## src/rtl/scramble_key_scheduler.sv

```systemverilog
// Keystream scheduler for the camera-to-VGA pixel scrambler: host seeds in, 12-bit LFSR out.
// Optional seed rotation every ROTATE_FRAMES frames is built when KEY_ROTATE_EN is defined.
module scramble_key_scheduler #(
  parameter int CNT_W         = 16,
  parameter int ROTATE_FRAMES = 8
) (
  input  logic             clk,
  input  logic             reset,
  input  logic             enable,
  input  logic             vsync,
  input  logic             href,
  input  logic             pix_valid,
  input  logic             key_valid,
  input  logic [11:0]      key_data,
  output logic             key_ready,
  output logic             key_err,
  output logic [11:0]      key_out,
  output logic             seed_load,
  output logic             active,
  output logic [CNT_W-1:0] frame_cnt
);

  typedef enum logic [1:0] {IDLE, ARMED, ACTIVE} state_t;

  if (ROTATE_FRAMES < 1 || ROTATE_FRAMES > 255) begin : g_bad_rotate_frames
    $error("ROTATE_FRAMES must be within 1..255");
  end

  state_t      state, state_next;
  logic [11:0] lfsr, lfsr_next;
  logic [11:0] seed_reg, seed_next;
  logic [11:0] pending_reg;
  logic        pending_valid;
  logic        vsync_d;
  logic        fs;
  logic        accept, accept_seed, accept_zero;
  logic        load, consume;
  logic        fb;

`ifdef KEY_ROTATE_EN
  localparam logic [7:0] ROT_LIMIT = 8'(ROTATE_FRAMES);
  logic [7:0]  frames_since_load, fsl_next;
`endif

  assign fs          = vsync & ~vsync_d;
  assign key_ready   = ~pending_valid;
  assign accept      = key_valid & ~pending_valid;
  assign accept_seed = accept & (|key_data);
  assign accept_zero = accept & ~(|key_data);
  assign fb          = lfsr[11] ^ lfsr[5] ^ lfsr[3] ^ lfsr[0];

  assign key_out = lfsr;
  assign active  = (state == ACTIVE);

  // A frame start always beats a pixel strobe in the same cycle.
  always_comb begin
    state_next = state;
    lfsr_next  = lfsr;
    seed_next  = seed_reg;
    load       = 1'b0;
    consume    = 1'b0;
`ifdef KEY_ROTATE_EN
    fsl_next   = frames_since_load;
`endif
    if (!enable) begin
      state_next = IDLE;
      lfsr_next  = '0;
    end else begin
      case (state)
        IDLE: begin
          lfsr_next = '0;
          if (pending_valid || accept_seed) state_next = ARMED;
        end
        ARMED: begin
          if (fs) begin
            load       = 1'b1;
            consume    = 1'b1;
            seed_next  = pending_reg;
            lfsr_next  = pending_reg;
            state_next = ACTIVE;
`ifdef KEY_ROTATE_EN
            fsl_next   = 8'd1;
`endif
          end
        end
        ACTIVE: begin
          if (fs) begin
            load = 1'b1;
            if (pending_valid) begin
              consume   = 1'b1;
              seed_next = pending_reg;
              lfsr_next = pending_reg;
`ifdef KEY_ROTATE_EN
              fsl_next  = 8'd1;
`endif
            end else begin
`ifdef KEY_ROTATE_EN
              // Rotation adopts the end-of-frame keystream value; zero would lock the LFSR.
              if (frames_since_load == ROT_LIMIT) begin
                seed_next = (lfsr == 12'h000) ? 12'h001 : lfsr;
                lfsr_next = (lfsr == 12'h000) ? 12'h001 : lfsr;
                fsl_next  = 8'd1;
              end else begin
                lfsr_next = seed_reg;
                fsl_next  = frames_since_load + 8'd1;
              end
`else
              lfsr_next = seed_reg;
`endif
            end
          end else if (pix_valid && href) begin
            lfsr_next = {fb, lfsr[11:1]};
          end
        end
        default: begin
          state_next = IDLE;
          lfsr_next  = '0;
        end
      endcase
    end
  end

  always_ff @(posedge clk or posedge reset) begin
    if (reset) begin
      state         <= IDLE;
      lfsr          <= '0;
      seed_reg      <= '0;
      pending_reg   <= '0;
      pending_valid <= 1'b0;
      vsync_d       <= 1'b0;
      seed_load     <= 1'b0;
      key_err       <= 1'b0;
      frame_cnt     <= '0;
    end else begin
      state     <= state_next;
      lfsr      <= lfsr_next;
      seed_reg  <= seed_next;
      vsync_d   <= vsync;
      seed_load <= load;
      key_err   <= accept_zero;
      if (load) frame_cnt <= frame_cnt + CNT_W'(1);
      // Consuming and accepting are exclusive: accepting needs the slot already empty.
      if (consume) begin
        pending_valid <= 1'b0;
      end else if (accept_seed) begin
        pending_valid <= 1'b1;
        pending_reg   <= key_data;
      end
    end
  end

`ifdef KEY_ROTATE_EN
  always_ff @(posedge clk or posedge reset) begin
    if (reset) frames_since_load <= 8'd0;
    else       frames_since_load <= fsl_next;
  end
`endif

endmodule

```

## config.mk

```make
export PLATFORM = sky130hd
export DESIGN_NAME = scramble_key_scheduler
export DESIGN_NICKNAME = d
export VERILOG_FILES = /design/src/rtl/scramble_key_scheduler.sv
export SDC_FILE = /design/constraint.sdc
export NUM_CORES = 1
export LEC_CHECK = 0
export BUFFER_PORTS_ARGS = -buffer_cell sky130_fd_sc_hd__clkbuf_2
export CAP_MARGIN = 10
export CORE_ASPECT_RATIO = 0.8
export CORE_MARGIN = 2
export CORE_UTILIZATION = 44
export DETAILED_ROUTE_END_ITERATION = 8
export MAX_ROUTING_LAYER = met4
export PLACE_DENSITY = 0.64
export SLEW_MARGIN = 5
export SYNTH_ARGS = -nofsm -noshare
export SYNTH_HDL_FRONTEND = slang
export SYNTH_SLANG_ARGS = --single-unit
```

## constraint.sdc

```tcl
create_clock -name clk -period 5.28 [get_ports clk]
set_input_delay 1.056 -clock clk [delete_from_list [all_inputs] [get_ports clk]]
set_output_delay 1.056 -clock clk [all_outputs]
set_load 0.03 [all_outputs]
```

==> flow_metrics.py <==
metrics = {
    "floorplanning": {
        "io_pins": 51,
        "die_area_um2": 7160,
        "die_h_um": 76.1,
        "die_width_um": 94.1,
        "num_rows": 26,
        "start_util_pct": 45.1,
        "core-area_um2": 6340,
    },
    "layout": {
        "drive_above_1_share_pct": 33.8,
        "final_area_um2": 3320,
        "largest_register_ffs": 16,
        "top_register": "frame_cnt",
        "antenna_cells": 0,
        "nFillCells": 582,
        "area_delta_synth_final_pct": 16.1,
        "mostFrequentLayoutCells": "dfrtp_1 (58), clkbuf_2 (50), nand2_1 (20)",
        "layout_commonest_cell": "dfrtp_1",
        "final_net_count": 307,
    },
    "outcome": {
        "run_status": "complete, no violations",
    },
    "clock_tree": {
        "h-tree-depth": 3,
        "cts_hold_buf": 0,
        "clk_pin_slew_ps": 60,
        "cts_buffers": 9,
        "clock_latency_ps": 330,
        "cts_tree": "yes",
        "clock-sinks": 58,
        "cts.repair.resized": 0,
        "cts_root_buf": "clkbuf_8",
        "clk_path_buf_depth": 2,
        "cts_setup_buffers": 0,
    },
    "critical_path": {
        "crit_path_end_kind": "output port",
        "cp_top_family": "adder cells",
        "critical_path_arrival_ps": 1760,
        "cpPeakStageDelay_ps": 610,
        "crit_chain": "inv_1 > ha_1 > clkbuf_2",
        "path_buf_inv": 2,
        "path_class": "register to output port",
        "slowest_stage": "ha_1",
        "cp-start-kind": "register",
        "path_max_fanout": 19,
        "cp.required_ps": 4220,
    },
    "place": {
        "portBuffers": 50,
        "hpwl_um": 3980,
        "gp_congestion": 0.776,
        "pre_cts_ws_ps": 2130,
        "dpl_cell_area_um2": 3150,
    },
    "route": {
        "ant_nets": 0,
        "initialDrtViolationCount": 155,
        "vias": 1972,
        "wl_per_cell_um": 15.3,
        "wirelength_um": 5670,
        "remaining_drc_errors": 0,
        "drt_pass1_iterations": 6,
        "via_per_inst": 5.32,
    },
    "yosys": {
        "ys_seq_area_share_pct": 50.8,
        "synth_nets": 258,
        "yosys_warnings": 0,
        "synthCells": 234,
        "ys_types": 38,
        "post_synth.cell_area_avg_um2": 12.2,
        "syn_area_um2": 2860,
        "synth-seq-cells": 58,
    },
    "timing": {
        "tightest_slew_ps": 884,
        "worst_slack_ps": 2460,
        "maxSlewViolCount": 0,
        "period_share_pct": 53.4,
        "rsz0062_at_grt": "false",
        "finalHoldViolCount": 0,
        "clock_skew_ps": 6.12,
        "max_slew_margin_pct": 40.9,
        "setup_viol": 0,
        "fin_crit_ps": 2820,
        "fmax_ghz": 0.355,
        "tns_ps": 0,
    },
    "power": {
        "p_leak_uw": 0.00168,
        "total_power_uw": 1530,
        "p_per_area_nw_per_um2": 462,
        "vdd_drop_max_uv": 222,
    },
    "grt": {
        "grt_start_max_net_pins": 59,
        "antenna_found_initial": 0,
        "grt_pass1_wl_um": 9630,
        "track_usage_pct": 17.9,
        "grt_overflow": 0,
        "grt_pass1_vias": 1852,
    },
    "hold_path": {
        "worstHoldPathType": "register to register",
    },
    "job": {
        "maxCapViolCount": 0,
    },
}
logic make-up after synthesis:
kind of cell               count (synthesis)  share of synthesized area (%)
AOI/OAI and AO/OA                         38                           10.6
xor gates and xnor gates                  18                           5.51
adders and majority gates                  5                           2.19
buffers and inverters                     18                           3.24
DFF                                       58                           50.8
muxes                                     38                           15.8
and+or+nand+nor                           59                           11.9
per-stage QoR:
stage                     utilization [%]  instances  hold WS (ps)
after floorplan                         -        234           477
after global placement               49.6        356           463
after detailed placement             49.6        356           468
after CTS                            52.3        371           481
after global routing                 52.3        371           512
final                                52.3        371           477
final cells by class:
cell class	count	area (um2)	area share (%)
multi-input cells	158	1320	39.6
well taps	84	105	3.17
flip-flops and latches	58	1450	43.7
clock buffers	12	155	4.68
repair buffers	51	258	7.77
inverters	5	18.8	0.566
clock inverters	3	15.0	0.452
power by group:
part	leakage [uW]	switching (uW)	internal, uW
clock network	0.0000920	165	191
registers	0.000755	119	566
logic	0.000832	254	237
total	0.00168	538	994
routing by layer:
metal	global-route usage, %	up-vias	share of wire [%]
met5	-	-	0
met1	26.8	944	52
met2	22.1	67	40
met3	6.92	9	6.5
li1	-	952	-
met4	5.22	0	1.3
worst paths after layout:
path	start	endpoint	slack (ps)	cells past startpoint
max in group asynchronous	reset	state[0]$_DFFE_PP0P_	3900	3
min in group asynchronous	reset	frame_cnt[15]$_DFFE_PP0P_	910	3
worst min-delay path	frame_cnt[15]$_DFFE_PP0P_	frame_cnt[15]$_DFFE_PP0P_	480	1
worst max register to register	state[0]$_DFFE_PP0P_	key_out[5]$_DFFE_PP0P_	2820	6
worst min register to register	frame_cnt[15]$_DFFE_PP0P_	frame_cnt[15]$_DFFE_PP0P_	480	1
worst max-delay path	state[0]$_DFFE_PP0P_	active	2460	3
cell usage after synthesis:
master     count  area share (%)
a21boi_0       1            0.26
a21o_1         2            0.53
a21oi_1        3            0.53
a21oi_2        2            0.61
a221oi_1       1            0.31
a31oi_1        2            0.44
a32o_1         1            0.35
a32oi_1       11             3.4
and3_1         4            0.88
and3_2         1            0.26
and4_1         1            0.31
and4b_1        1            0.35
buf_2          2            0.35
buf_4          2            0.53
buf_6          2            0.79
clkbuf_1       7            0.92
dfrtp_1       58              51
ha_1           5             2.2
inv_1          5            0.66
mux2_2        16             6.3
mux2_4        10             5.3
mux2i_1       12             4.2
nand2_1       20             2.6
nand2b_1       8             1.8
nand3_1        7             1.2
nand3_2        1            0.35
nand4_1        5             1.1
nor2_1         1            0.13
nor2b_1        1            0.22
nor3b_1        1            0.26
nor4_1         3            0.66
nor4_4         1            0.74
o21ai_0        2            0.35
o22ai_1        1            0.22
o2bb2ai_1     12             3.7
or2b_1         4             1.1
xnor2_1       14             4.3
xor2_1         4             1.2
Note: power is estimated with default switching activity, not from simulation.
